File: src/rtl/line_fetcher_if.sv
// AXI3 read channels (AR + R) between a cache line fetcher (master) and memory (slave).
interface axi3_rd_if;
   logic [3:0]  arid;
   logic [31:0] araddr;
   logic [3:0]  arlen;
   logic [2:0]  arsize;
   logic [1:0]  arburst;
   logic [1:0]  arlock;
   logic [3:0]  arcache;
   logic [2:0]  arprot;
   logic        arvalid;
   logic        arready;
   logic [3:0]  rid;
   logic [31:0] rdata;
   logic [1:0]  rresp;
   logic        rlast;
   logic        rvalid;
   logic        rready;

   modport master (
      output arid, araddr, arlen, arsize, arburst, arlock, arcache, arprot, arvalid,
      input  arready,
      input  rid, rdata, rresp, rlast, rvalid,
      output rready
   );

   modport slave (
      input  arid, araddr, arlen, arsize, arburst, arlock, arcache, arprot, arvalid,
      output arready,
      output rid, rdata, rresp, rlast, rvalid,
      input  rready
   );
endinterface

File: src/rtl/line_fetcher.sv
// Cache line refill engine: one AXI3 read burst per miss, per-beat early-restart stream.
// Optional critical-word-first WRAP bursts when LINE_FETCHER_WRAP_EN is defined.
module line_fetcher #(
   parameter  int LINE_WIDTH       = 256,
   parameter  int ARID             = 0,
   localparam int LINE_BYTE_OFFSET = $clog2(LINE_WIDTH/8),
   localparam int BURST_LIMIT      = LINE_WIDTH/32 - 1,
   localparam int IDX_W            = LINE_BYTE_OFFSET - 2
) (
   input  logic                  clk,
   input  logic                  rst_n,
   axi3_rd_if.master             axi_rd,
   input  logic                  req_valid,
   input  logic [31:0]           req_addr,
   output logic                  req_ready,
   output logic                  line_valid,
   output logic [LINE_WIDTH-1:0] line_data,
   output logic [31:0]           line_addr,
   output logic                  word_valid,
   output logic [IDX_W-1:0]      word_idx,
   output logic [31:0]           word_data,
   output logic                  err,
   output logic [1:0]            o_dbg_state
);

   // All handshakes transfer on a rising edge where valid & ready are both high;
   // a valid side holds its payload stable until that edge.
   typedef enum logic [1:0] {LF_IDLE, LF_WAIT_ARREADY, LF_RECV, LF_DONE} lf_state_t;

   lf_state_t             r_state;
   lf_state_t             w_next;
   logic [31:0]           r_addr;
   logic [IDX_W-1:0]      r_cnt;
   logic [IDX_W-1:0]      r_beat;
   logic [LINE_WIDTH-1:0] r_line;
   logic                  r_err;
   logic [IDX_W-1:0]      w_cnt_start;
   logic                  w_beat;
   logic                  w_accept;

`ifdef LINE_FETCHER_WRAP_EN
   assign w_cnt_start    = r_addr[LINE_BYTE_OFFSET-1:2];
   assign axi_rd.araddr  = r_addr & ~32'h3;
   assign axi_rd.arburst = 2'b10;
`else
   assign w_cnt_start    = '0;
   assign axi_rd.araddr  = line_addr;
   assign axi_rd.arburst = 2'b01;
`endif

   assign axi_rd.arid    = 4'(ARID);
   assign axi_rd.arlen   = 4'(BURST_LIMIT);
   assign axi_rd.arsize  = 3'b010;
   assign axi_rd.arlock  = 2'b00;
   assign axi_rd.arcache = 4'b0000;
   assign axi_rd.arprot  = 3'b000;

   assign w_accept    = req_valid & req_ready;
   assign w_beat      = axi_rd.rvalid & axi_rd.rready;
   assign word_valid  = w_beat;
   assign word_idx    = r_cnt;
   assign word_data   = axi_rd.rdata;
   assign line_data   = r_line;
   assign line_addr   = r_addr & ~32'(LINE_WIDTH/8 - 1);
   assign err         = r_err;
   assign o_dbg_state = r_state;

   always_ff @(posedge clk or negedge rst_n) begin
      if (!rst_n) r_state <= LF_IDLE;
      else        r_state <= w_next;
   end

   always_comb begin
      w_next         = r_state;
      req_ready      = 1'b0;
      line_valid     = 1'b0;
      axi_rd.arvalid = 1'b0;
      axi_rd.rready  = 1'b0;
      case (r_state)
         LF_IDLE: begin
            req_ready = 1'b1;
            if (req_valid) w_next = LF_WAIT_ARREADY;
         end
         LF_WAIT_ARREADY: begin
            axi_rd.arvalid = 1'b1;
            if (axi_rd.arready) w_next = LF_RECV;
         end
         LF_RECV: begin
            axi_rd.rready = 1'b1;
            // Only rlast ends the burst; the beat count alone never does.
            if (axi_rd.rvalid && axi_rd.rlast) w_next = LF_DONE;
         end
         LF_DONE: begin
            line_valid = 1'b1;
            w_next     = LF_IDLE;
         end
         default: w_next = LF_IDLE;
      endcase
   end

   always_ff @(posedge clk or negedge rst_n) begin
      if (!rst_n) begin
         r_addr <= '0;
         r_cnt  <= '0;
         r_beat <= '0;
         r_line <= '0;
         r_err  <= 1'b0;
      end else begin
         if (w_accept) begin
            r_addr <= req_addr;
            r_err  <= 1'b0;
         end
         if (r_state == LF_WAIT_ARREADY && axi_rd.arready) begin
            r_cnt  <= w_cnt_start;
            r_beat <= '0;
         end
         if (w_beat) begin
            for (int i = 0; i <= BURST_LIMIT; i++) begin
               if (r_cnt == IDX_W'(i)) r_line[i*32 +: 32] <= axi_rd.rdata;
            end
            r_cnt  <= r_cnt + IDX_W'(1);
            r_beat <= r_beat + IDX_W'(1);
            // Beat number is tracked apart from the slot so WRAP bursts judge rlast correctly.
            if (axi_rd.rresp != 2'b00 || (axi_rd.rlast && r_beat != IDX_W'(BURST_LIMIT)))
               r_err <= 1'b1;
         end
      end
   end

endmodule
File: src/flat_wrapper.sv
// flat-port wrapper written by rule: the top's interface ports become plain ports
module line_fetcher_flat 
#(
   parameter  int LINE_WIDTH       = 256,
   parameter  int ARID             = 0,
   localparam int LINE_BYTE_OFFSET = $clog2(LINE_WIDTH/8),
   localparam int BURST_LIMIT      = LINE_WIDTH/32 - 1,
   localparam int IDX_W            = LINE_BYTE_OFFSET - 2
)
  (clk, rst_n, req_valid, req_addr, req_ready, line_valid, line_data, line_addr, word_valid, word_idx, word_data, err, o_dbg_state, axi_rd_arid, axi_rd_araddr, axi_rd_arlen, axi_rd_arsize, axi_rd_arburst, axi_rd_arlock, axi_rd_arcache, axi_rd_arprot, axi_rd_arvalid, axi_rd_arready, axi_rd_rid, axi_rd_rdata, axi_rd_rresp, axi_rd_rlast, axi_rd_rvalid, axi_rd_rready);
  axi3_rd_if axi_rd_i ();
  input  logic clk;
  input  logic rst_n;
  input  logic req_valid;
  input  logic [31:0] req_addr;
  output logic req_ready;
  output logic line_valid;
  output logic [LINE_WIDTH-1:0] line_data;
  output logic [31:0] line_addr;
  output logic word_valid;
  output logic [IDX_W-1:0] word_idx;
  output logic [31:0] word_data;
  output logic err;
  output logic [1:0] o_dbg_state;
  output wire logic [$bits(axi_rd_i.arid)-1:0] axi_rd_arid;
  output wire logic [$bits(axi_rd_i.araddr)-1:0] axi_rd_araddr;
  output wire logic [$bits(axi_rd_i.arlen)-1:0] axi_rd_arlen;
  output wire logic [$bits(axi_rd_i.arsize)-1:0] axi_rd_arsize;
  output wire logic [$bits(axi_rd_i.arburst)-1:0] axi_rd_arburst;
  output wire logic [$bits(axi_rd_i.arlock)-1:0] axi_rd_arlock;
  output wire logic [$bits(axi_rd_i.arcache)-1:0] axi_rd_arcache;
  output wire logic [$bits(axi_rd_i.arprot)-1:0] axi_rd_arprot;
  output wire logic [$bits(axi_rd_i.arvalid)-1:0] axi_rd_arvalid;
  input wire logic [$bits(axi_rd_i.arready)-1:0] axi_rd_arready;
  input wire logic [$bits(axi_rd_i.rid)-1:0] axi_rd_rid;
  input wire logic [$bits(axi_rd_i.rdata)-1:0] axi_rd_rdata;
  input wire logic [$bits(axi_rd_i.rresp)-1:0] axi_rd_rresp;
  input wire logic [$bits(axi_rd_i.rlast)-1:0] axi_rd_rlast;
  input wire logic [$bits(axi_rd_i.rvalid)-1:0] axi_rd_rvalid;
  output wire logic [$bits(axi_rd_i.rready)-1:0] axi_rd_rready;
  assign axi_rd_arid = axi_rd_i.arid;
  assign axi_rd_araddr = axi_rd_i.araddr;
  assign axi_rd_arlen = axi_rd_i.arlen;
  assign axi_rd_arsize = axi_rd_i.arsize;
  assign axi_rd_arburst = axi_rd_i.arburst;
  assign axi_rd_arlock = axi_rd_i.arlock;
  assign axi_rd_arcache = axi_rd_i.arcache;
  assign axi_rd_arprot = axi_rd_i.arprot;
  assign axi_rd_arvalid = axi_rd_i.arvalid;
  assign axi_rd_i.arready = axi_rd_arready;
  assign axi_rd_i.rid = axi_rd_rid;
  assign axi_rd_i.rdata = axi_rd_rdata;
  assign axi_rd_i.rresp = axi_rd_rresp;
  assign axi_rd_i.rlast = axi_rd_rlast;
  assign axi_rd_i.rvalid = axi_rd_rvalid;
  assign axi_rd_rready = axi_rd_i.rready;
  line_fetcher #(.LINE_WIDTH(LINE_WIDTH), .ARID(ARID)) u_core (.clk(clk), .rst_n(rst_n), .axi_rd(axi_rd_i), .req_valid(req_valid), .req_addr(req_addr), .req_ready(req_ready), .line_valid(line_valid), .line_data(line_data), .line_addr(line_addr), .word_valid(word_valid), .word_idx(word_idx), .word_data(word_data), .err(err), .o_dbg_state(o_dbg_state));
endmodule
File: config.mk
export PLATFORM = sky130hd
export DESIGN_NAME = line_fetcher_flat
export DESIGN_NICKNAME = d
export VERILOG_FILES = /design/src/rtl/line_fetcher_if.sv /design/src/rtl/line_fetcher.sv /design/src/flat_wrapper.sv
export SDC_FILE = /design/constraint.sdc
export NUM_CORES = 1
export LEC_CHECK = 0
export CORE_AREA = 4 4 178 180
export CTS_BUF_LIST = sky130_fd_sc_hd__clkbuf_8
export CTS_CLUSTER_DIAMETER = 200
export DETAILED_ROUTE_END_ITERATION = 8
export DIE_AREA = 0 0 182 184
export PLACE_DENSITY = 0.72
export SYNTH_ARGS = -nofsm -noshare
export SYNTH_HDL_FRONTEND = slang
export SYNTH_SLANG_ARGS = --single-unit
File: constraint.sdc
create_clock -name clk -period 2.1 [get_ports clk]
set_input_delay 0.21 -clock clk [delete_from_list [all_inputs] [get_ports clk]]
set_output_delay 0.21 -clock clk [all_outputs]
set_load 0.005 [all_outputs]
==> summary.md <==
| Metric | Value |
|---|---|
| FF-to-FF setup slack | `180 ps` |
| Lkg Pwr | `8.61 nW` |
| Number of synthesized register bits | `292` |
| Syn_area_per_cell | `16.4 um^2` |
| Fin nets | `1272` |
| Final period demand of the worst path | `2000 ps` |
| Die area | `33500 um^2` |
| Via Count | `7551` |
| Filler cell count | `2462` |
| Worst-case reg-to-reg path depth | `8` |
| Fin. Hold Viols | `0` |
| Crit path kind | `flop to primary output` |
| Mapped Area | `12200 um^2` |
| Syn. warnings | `0` |
| Worst setup SP type | `flop` |
| Post-Layout Cell Count | `1617` |
| Reg power frac | `0.382` |
| DIE HEIGHT | `184 um` |
| Starting density of the core | `0.405` |
| Critical Path Max Stage Delay | `530 ps` |
| Max-slew violation count | `0` |
| RSZ-0062 raised after global routing | `true` |
| CP delay by family, top | `buffers and inverters` |
| Antenna Cells | `0` |
| Worst VDD drop | `0.865 mV` |
| Total power | `0.0233 W` |
| Layout area overhead | `44.8%` |
| Core area | `30200 um^2` |
| Final GP Congestion | `0.754` |
| # setup viols final | `0` |
| Dpl hpwl | `23.3 mm` |
| # DRC | `0` |
| Power Density | `1320 nW/um^2` |
| Setup_tns | `0 ps` |
| IO Count | `461` |
| Slowest CP cell | `clkdlybuf4s50_1` |
| Setup ws final | `104 ps` |
| Fmax | `501 MHz` |
| TritonCTS clock tree | `built` |
| End of the worst register-to-register path | `u_core.line_data[172]$_DFFE_PN0P_` |
| Crit-path max FO | `4` |
| Fin crit share | `0.950` |
| CTS Buf Count | `49` |
| Yosys cell types | `23` |
| Clk_skew | `20.5 ps` |
| Post-DR vias/cell | `4.67` |
| Place WS | `164 ps` |
| Initial antenna violation count | `0` |
| Number of global-route vias before repair | `8184` |
| Post-Place Cells | `1525` |
| Most common cell after layout, fill and taps aside | `clkdlybuf4s50_1` |
| Slew @ Worst Pin | `519 ps` |
| Starting DRT DRC Count | `293` |
| Largest net degree at the start of global routing | `63` |
| CP Cell Sequence | `inv_1 -> ha_2 -> clkdlybuf4s50_1` |
| Worst endpoint data arrival time | `1790 ps` |
| DIE WIDTH | `182 um` |
| Site Rows | `64` |
| Clock Path Buffers | `3` |
| Outcome | `completed` |
| Syn Inst Count | `746` |
| Fraction of layout cells with a size suffix above 1 | `0.335` |
| Worst path bufs/invs | `2` |
| Clock root buffer | `clkbuf_8` |
| Worst EP required | `1890 ps` |
| Pint | `0.0171 W` |
| Total track usage | `0.191` |
| Relative slew slack | `0.654` |
| Antenna Nets Post-Route | `0` |
| Clk pwr share | `0.222` |
| Switching Power | `0.00627 W` |
| CTS H-tree depth | `2` |
| Port Buf Inserts | `419` |
| Clock Latency Late Sink | `550 ps` |
| Most frequent cells in the layout | `416 x clkdlybuf4s50_1, 292 x dfrtp_1, 183 x mux2_2` |
| Drt total wl | `32.9 mm` |
| Sw Ratio | `0.269` |
| Multi-input logic area | `4050 um^2` |
| Crit. End Element | `primary output` |
| Clk sinks | `292` |
| R2r startpoint | `u_core.o_dbg_state[1]$_DFFE_PN0P_` |
| MaxCap Viol Count | `0` |
| Register area share after synthesis | `0.598` |
| Clock slew at reported path FFs | `60 ps` |
| Gr ovfl total | `0` |
| Register Area | `7310 um^2` |
| Min-delay worst type | `primary input to async pin` |
| First-pass GRT wire length | `50.3 mm` |
| Logic gate share of total power | `0.396` |
| DR WL/cell | `20.3 um` |
| DR pass1 iterations | `4` |
-- worst max path at each step --
stage                                                  from                                 to  slack [ps]  depth (start not counted)
after detailed placement                      axi_rd_rvalid  u_core.line_data[169]$_DFFE_PN0P_         160                          6
after global routing      u_core.o_dbg_state[1]$_DFFE_PN0P_                          req_ready         -10                          3
after global placement                        axi_rd_rvalid    u_core.line_data[6]$_DFFE_PN0P_         180                          5
after CTS                 u_core.o_dbg_state[1]$_DFFE_PN0P_                     axi_rd_arvalid          40                          3
after floorplan           u_core.o_dbg_state[0]$_DFFE_PN0P_  u_core.line_data[192]$_DFFE_PN0P_         300                          7
final                     u_core.o_dbg_state[0]$_DFFE_PN0P_                          req_ready         100                          3
-- metal layers --
| metal | vias to the layer above | share of wire | track usage |
|---|---|---|---|
| met1 | 3850 | 0.40 | 0.233 |
| met2 | 281 | 0.50 | 0.329 |
| met5 | - | 0 | 0 |
| met3 | 59 | 0.077 | 0.0596 |
| li1 | 3361 | - | - |
| met4 | 0 | 0.023 | 0.0555 |
-- power by group through the flow --
stage | logic (W) | registers, W | clock network, W
2_1_floorplan | 0.00364 | 0.00899 | 0
3_3_place_gp | 0.00919 | 0.00888 | 0
3_5_place_dp | 0.00934 | 0.00898 | 0
4_1_cts | 0.00941 | 0.00893 | 0.00534
5_1_grt | 0.00982 | 0.00918 | 0.00562
6_report | 0.00924 | 0.00892 | 0.00517
-- what timing repair did --
item                                    in CTS  in global routing
hold buffers                                 1                  0
setup buffers                                2                  0
endpoints found under the setup margin       4                 13
gates resized for setup                      4                  2
endpoints found under the hold margin      132                  0
-- Yosys cell counts --
cell	number	area [um^2]
nand2_2	2	12.5
a22o_1	3	26.3
mux2_4	90	1350
a222oi_1	1	10.0
buf_2	17	85.1
mux2_1	11	124
mux2_2	183	2060
nand3_4	3	52.6
o21ai_0	4	20.0
dfrtp_1	292	7310
buf_12	9	180
a2bb2oi_1	1	8.76
ha_1	13	163
nand2_4	3	33.8
nor2_1	1	3.75
buf_4	91	683
a211oi_1	1	7.51
inv_1	8	30.0
nand2_1	7	26.3
conb_1	2	7.51
a22oi_1	2	15.0
inv_4	1	6.26
and3b_2	1	10.0
-- layout make-up --
type	count	area share
clock buffer	64	0.0498
timing repair buffer	473	0.270
sequential	292	0.413
inverter	9	0.00205
clock inverter	25	0.00863
multi-input combinational	358	0.229
tap	396	0.0280
-- cells by family (layout without fill, tap and decap cells) --
group           count (synthesis)  after routing  synth area share
fa+ha+maj                      13             13            0.0133
flops                         292            292             0.598
buf+inv                       126            571            0.0806
mux                           284            284             0.289
simple gates                   17             17            0.0114
compound gates                 12             12           0.00717
other cells                     2             32          0.000614
-- flip-flops by register name, summed over array words and instances (netlist names) --
signal / flops
u_core.line_data: 256
u_core.r_addr: 27
u_core.r_beat: 3
u_core.word_idx: 3
u_core.o_dbg_state: 2
u_core.err: 1
-- through the flow --
step / cell area [um^2] / utilization / hold slack (ps)
2_1_floorplan: 12300 / - / -85.6
5_1_grt: 17700 / 0.586 / 216
4_1_cts: 17700 / 0.586 / 152
3_3_place_gp: 16600 / 0.551 / 159
3_5_place_dp: 16600 / 0.551 / 160
6_report: 17700 / 0.586 / 220
(Power assumes the default switching activity.)
